[src/rtl/mdu_ctrl.sv]
// Multiply/divide controller: owns HI/LO, sequences MULT/MULTU/DIV/DIVU and stalls EX while busy.
// Optional MDU_DIV0_FLAG_EN adds div0_o and leaves HI/LO untouched on divide-by-zero.
module mdu_ctrl #(
  parameter int MUL_LAT = 2
) (
  input  logic        clk,
  input  logic        rst,
  input  logic        flush_i,
  input  logic        start_i,
  input  logic [1:0]  op_i,
  input  logic [31:0] srca_i,
  input  logic [31:0] srcb_i,
  input  logic        mthi_i,
  input  logic        mtlo_i,
  input  logic [31:0] wdata_i,
  output logic        stall_o,
  output logic        busy_o,
  output logic [31:0] hi_o,
  output logic [31:0] lo_o
`ifdef MDU_DIV0_FLAG_EN
  ,
  output logic        div0_o
`endif
);

  typedef enum logic [1:0] {IDLE = 2'd0, MUL = 2'd1, DIV = 2'd2, DONE = 2'd3} state_t;

  state_t      state_reg, state_next;
  logic [4:0]  cnt_reg, cnt_next;
  logic [1:0]  op_reg;
  logic [31:0] a_reg, b_reg;
  logic [31:0] quo_reg, rem_reg, bmag_reg;
  logic        load, div_step, wr_res, wr_hi, wr_lo;

  // Operand magnitudes captured at issue; the divider only ever sees unsigned values.
  logic        signed_in;
  logic [31:0] amag_in, bmag_in;
  assign signed_in = ~op_i[0];
  assign amag_in   = (signed_in && srca_i[31]) ? -srca_i : srca_i;
  assign bmag_in   = (signed_in && srcb_i[31]) ? -srcb_i : srcb_i;

  // Multiplier: 33-bit extended operands give one product path for signed and unsigned.
  logic [32:0] mul_a, mul_b;
  logic [63:0] mul_full;
  assign mul_a    = {~op_reg[0] & a_reg[31], a_reg};
  assign mul_b    = {~op_reg[0] & b_reg[31], b_reg};
  assign mul_full = {{31{mul_a[32]}}, mul_a} * {{31{mul_b[32]}}, mul_b};

  genvar gi;
  generate
    for (gi = 0; gi < MUL_LAT; gi++) begin : g_mul_stage
      logic [63:0] stage_q;
      if (gi == 0) begin : g_first
        always_ff @(posedge clk) stage_q <= mul_full;
      end else begin : g_next
        always_ff @(posedge clk) stage_q <= g_mul_stage[gi-1].stage_q;
      end
    end
  endgenerate

  logic [63:0] product;
  assign product = g_mul_stage[MUL_LAT-1].stage_q;

  // Restoring divider step: dividend bits shift out of quo_reg as quotient bits shift in.
  logic [32:0] rem_shift;
  logic        rem_ge;
  logic [31:0] rem_sub;
  assign rem_shift = {rem_reg, quo_reg[31]};
  assign rem_ge    = rem_shift >= {1'b0, bmag_reg};
  assign rem_sub   = rem_shift[31:0] - bmag_reg;

  logic        neg_q, neg_r;
  logic [31:0] res_hi, res_lo;
  assign neg_q = ~op_reg[0] & (a_reg[31] ^ b_reg[31]);
  assign neg_r = ~op_reg[0] & a_reg[31];

  always_comb begin
    res_hi = product[63:32];
    res_lo = product[31:0];
    if (op_reg[1]) begin
      if (b_reg == '0) begin
        res_hi = a_reg;
        res_lo = '1;
      end else begin
        res_hi = neg_r ? -rem_reg : rem_reg;
        res_lo = neg_q ? -quo_reg : quo_reg;
      end
    end
  end

  always_comb begin
    state_next = state_reg;
    cnt_next   = cnt_reg;
    stall_o    = 1'b0;
    load       = 1'b0;
    div_step   = 1'b0;
    wr_res     = 1'b0;
    wr_hi      = 1'b0;
    wr_lo      = 1'b0;
    case (state_reg)
      IDLE: begin
        if (!flush_i) begin
          if (start_i) begin
            load       = 1'b1;
            stall_o    = 1'b1;
            state_next = op_i[1] ? DIV : MUL;
            cnt_next   = op_i[1] ? 5'd31 : 5'(MUL_LAT - 1);
          end else begin
            wr_hi = mthi_i;
            wr_lo = mtlo_i;
          end
        end
      end
      MUL, DIV: begin
        if (flush_i) begin
          state_next = IDLE;
        end else begin
          stall_o  = 1'b1;
          div_step = (state_reg == DIV);
          if (cnt_reg == 5'd0) state_next = DONE;
          else                 cnt_next   = cnt_reg - 5'd1;
        end
      end
      DONE: begin
        state_next = IDLE;
        wr_res     = !flush_i;
`ifdef MDU_DIV0_FLAG_EN
        if (op_reg[1] && b_reg == '0) wr_res = 1'b0;
`endif
      end
      default: state_next = IDLE;
    endcase
  end

  always_ff @(posedge clk) begin
    if (rst) begin
      state_reg <= IDLE;
      cnt_reg   <= '0;
      op_reg    <= '0;
      a_reg     <= '0;
      b_reg     <= '0;
      quo_reg   <= '0;
      rem_reg   <= '0;
      bmag_reg  <= '0;
      hi_o      <= '0;
      lo_o      <= '0;
    end else begin
      state_reg <= state_next;
      cnt_reg   <= cnt_next;
      if (load) begin
        op_reg   <= op_i;
        a_reg    <= srca_i;
        b_reg    <= srcb_i;
        quo_reg  <= amag_in;
        rem_reg  <= '0;
        bmag_reg <= bmag_in;
      end else if (div_step) begin
        quo_reg <= {quo_reg[30:0], rem_ge};
        rem_reg <= rem_ge ? rem_sub : rem_shift[31:0];
      end
      if (wr_res) begin
        hi_o <= res_hi;
        lo_o <= res_lo;
      end else begin
        if (wr_hi) hi_o <= wdata_i;
        if (wr_lo) lo_o <= wdata_i;
      end
    end
  end

  assign busy_o = (state_reg != IDLE);

`ifdef MDU_DIV0_FLAG_EN
  assign div0_o = (state_reg == DONE) && op_reg[1] && (b_reg == '0);
`endif

endmodule

[config.mk]
export PLATFORM = sky130hd
export DESIGN_NAME = mdu_ctrl
export DESIGN_NICKNAME = d
export VERILOG_FILES = /design/src/rtl/mdu_ctrl.sv
export SDC_FILE = /design/constraint.sdc
export NUM_CORES = 2
export LEC_CHECK = 0
export ABC_AREA = 1
export CORE_AREA = 3 3 310 312
export CTS_CLUSTER_SIZE = 24
export DETAILED_ROUTE_END_ITERATION = 6
export DIE_AREA = 0 0 313 315
export DONT_BUFFER_PORTS = 1
export GPL_TIMING_DRIVEN = 1
export PLACE_DENSITY = 0.88
export SYNTH_ARGS = -nofsm -noshare
export SYNTH_HDL_FRONTEND = slang
export SYNTH_SLANG_ARGS = --single-unit
export TNS_END_PERCENT = 10
[constraint.sdc]
create_clock -name clk -period 10.8 [get_ports clk]
set_input_delay 2.16 -clock clk [delete_from_list [all_inputs] [get_ports clk]]
set_output_delay 2.16 -clock clk [all_outputs]
set_load 0.005 [all_outputs]
==> key figures <==
GRT
  – First-pass GRT wire length: approximately 310 mm
  – Largest net degree at the start of global routing: between 70 and 80
  – Total grt overflow: 0
  – Initial antenna violation count: 10
  – Global-route usage over all layers: 0.415
  – Vias in the first global route: between 50000 and 60000

Logic synthesis
  – Async SR Flop Fraction: 0
  – Synth warn: 0
  – Synth top area share: 0.383
  – Distinct cells, synth: 61
  – EDFF count, synth: 0
  – Mapped cell area: 0.0589 mm²
  – Sequential-to-total area share from yosys stat: 0.122
  – Syn Inst Count: 7870
  – Leading area contributor after synthesis: fa_1
  – Most used DFF post-synth: dfxtp_1
  – Top-count cell post-synth: nand2_1
  – Synthesized flop and latch total: 360
  – Top post-synthesis cells by count: 1962 x nand2_1, 1935 x inv_1, 1126 x fa_1, 542 x nor2_1, 360 x dfxtp_1
  – Synth area leaders: fa_1 38%, nand2_1 13%, inv_1 12%
  – Syn avg cell area: 7.48 µm²
  – Post-synth net total: 9356

Critical path
  – R2r worst-path depth: 22
  – Critical path cell sequence: nand2_1, nor2_1, fa_1, fa_1, fa_1, inv_1, fa_1, inv_1, fa_1, fa_1, fa_1, inv_1, fa_1, inv_1, ha_1, a21oi_1, o21ai_0, a21oi_1, o21ai_0, a21oi_1, nand2_1, xor2_1
  – Startpoint types: flop
  – Max stage delay cell, worst path: dfxtp_1
  – Crit path required time: 11.24 ns
  – Most used cell, CP: fa_1
  – Critical path endpoint category: flop
  – CP max FO: 33
  – Critical Path AT: approximately 9.5 ns
  – WS Path Type: reg2reg
  – Worst path max stage delay: between 1 and 1.5 ns

Timing
  – Setup violators final: 0
  – Skew final: 0.0384 ns
  – Max Slew Vio Count: 0
  – Setup TNS Final: 0 ns
  – Unrepaired setup endpoints after global routing: false
  – Final hold violation count: 0
  – Tightest Pin Transition: 1.48 ns
  – Tcrit/Tclk final: 0.836
  – Post-layout min period: 9.03 ns
  – Relative slew slack: 0.0132
  – Highest clock rate: 111 MHz

Run
  – MaxCap Viol Count: 0

Status
  – Status: finished, violations left
  – Failing checks: design-rule violations

CTS
  – Clk sinks: 360
  – Root Buffer: clkbuf_16
  – H-tree depth: 2
  – TritonCTS Buffers: 39
  – Worst skew pair latency: 0.60 ns
  – Setup repair bufs after CTS: 0
  – Worst-case clock buffer depth: 3
  – CTS resizes: 0
  – CTS tree: done
  – Clock edge transition at the registers on the reported setup and hold paths: roughly 0.070 ns
  – Post-CTS Hold Buffers: 0

Drt
  – DRC errors left: 2
  – Routed wl met3: approximately 34 mm
  – Via density: 5.95
  – Final WL: between 200 and 250 mm
  – Routed length per placed instance: 22.8 µm
  – Post-route ant nets: 0
  – WL met2: 84.1 mm
  – First-iteration detailed-routing DRC count: 7729
  – DRT met1 WL: about 70 mm
  – Vias: between 50000 and 60000
  – Number of detailed-route iterations in the first pass: 7
  – Highest metal used: met5

Finish
  – Post-layout util: 0.652
  – Area Overhead vs Synth: 3.36%
  – Post-layout net count: 9095
  – Post-route insts no fill: between 8000 and 9000
  – Top reg by flops: g_mul_stage.stage_q
  – Share of cells above drive strength 1: 0.0355
  – Max reg flops: between 100 and 150

Floorplanning
  – Core Area: 0.0933 mm²
  – # IOs: 170
  – Die area: between 0.09 and 0.1 mm²
  – Initial core utilization: 0.631
  – Row count: 112
  – Die X: 313 µm
  – Chip Height: 315 µm

Place
  – PortBufs: 0
  – DP Cell Count: between 8000 and 9000
  – RePlAce Congestion: 1.09
  – Dpl hpwl: 161 mm

Power and ir drop
  – PD cells: 178 mW/mm²
  – Leakage: 0.0320 µW
  – Worst vdd ir: around 0.29 mV

Hold path
  – Hold Path Cell Cnt: 0
  – HP Class: reg2reg
-- logic make-up (layout without fill, tap and decap cells) --
family | after synthesis | count (layout) | synth area share
AOI/OAI and AO/OA | 759 | 759 | 0.0719
xor gates and xnor gates | 91 | 91 | 0.0135
adders and majority gates | 1382 | 1382 | 0.437
buffers and inverters | 2358 | 2126 | 0.153
DFF | 360 | 360 | 0.122
other | 0 | 7 | 0
and+or+nand+nor | 2920 | 2920 | 0.202
-- power breakdown --
group	leakage, µW	total [µW]	switching [µW]	internal (µW)
clock network	0.000629	1410	615	798
logic	0.0284	7400	5120	2280
registers	0.00295	2020	350	1670
total	0.0320	10800	6090	4740
-- placed cells by master (no fill, tap or decap), types with 19 or more instances in the layout --
cell and count:
nand2_1 1960, inv_1 1932, fa_1 1126, nor2_1 542
dfxtp_1 359, a21oi_1 290, ha_1 256, o21ai_0 253
nand3_1 222, buf_4 81, xor2_1 66, nand4_1 47
nor3_1 42, o22ai_1 41, clkbuf_16 40, inv_2 39
a31oi_1 32, nand3_2 31, o211ai_1 27, xnor2_1 25
a211oi_1 24, o21bai_1 20, o21ai_1 19
-- worst max-delay path: cells and delay by family, from the launching register on --
family / cells / cell delay [ns]
AOI/OAI and AO/OA: 5 / 1.39
DFF: 1 / 1.31
and+or+nand+nor: 3 / 0.72
buffers and inverters: 4 / 0.67
adders and majority gates: 9 / 4.61
xor gates and xnor gates: 1 / 0.15
-- path summary, 6_finish.rpt --
kind | end | start | slack, ns
setup / recovery | g_mul_stage[0].stage_q[40]$_DFF_P_ | a_reg[31]$_SDFFE_PP0P_ | 1.77
hold / removal | g_mul_stage[1].stage_q[38]$_DFF_P_ | g_mul_stage[0].stage_q[38]$_DFF_P_ | 0.31
setup reg to reg | g_mul_stage[0].stage_q[40]$_DFF_P_ | a_reg[31]$_SDFFE_PP0P_ | 1.77
hold reg to reg | g_mul_stage[1].stage_q[38]$_DFF_P_ | g_mul_stage[0].stage_q[38]$_DFF_P_ | 0.31
-- through the flow --
step | hold slack, ns | instance area, µm² | setup slack [ns] | total power, µW
floorplan | 0.310 | 58900 | 3.52 | 6920
global placement | 0.311 | 59500 | 2.10 | 8850
detailed placement | 0.312 | 59500 | 2.00 | 9060
CTS | 0.318 | 60800 | 1.96 | 10500
global route | 0.324 | 60800 | 1.55 | 11500
finish | 0.314 | 60800 | 1.77 | 10800
-- routing by layer --
layer  GRT usage  vias up
li1            -    22500
met1       0.522    25200
met2       0.604     4231
met3       0.177     1017
met4       0.232        4
met5           0        -
-- cell type report --
class | count | area (µm²)
multi-input cells | 5152 | 42700
fillers | 7614 | 32500
clock inverters | 21 | 253
diodes | 7 | 17.5
flip-flops and latches | 360 | 7210
repair buffers | 82 | 628
clock buffers | 49 | 1050
inverters | 1974 | 7410
well taps | 1254 | 1570
Power figures use the tool's default switching activity.
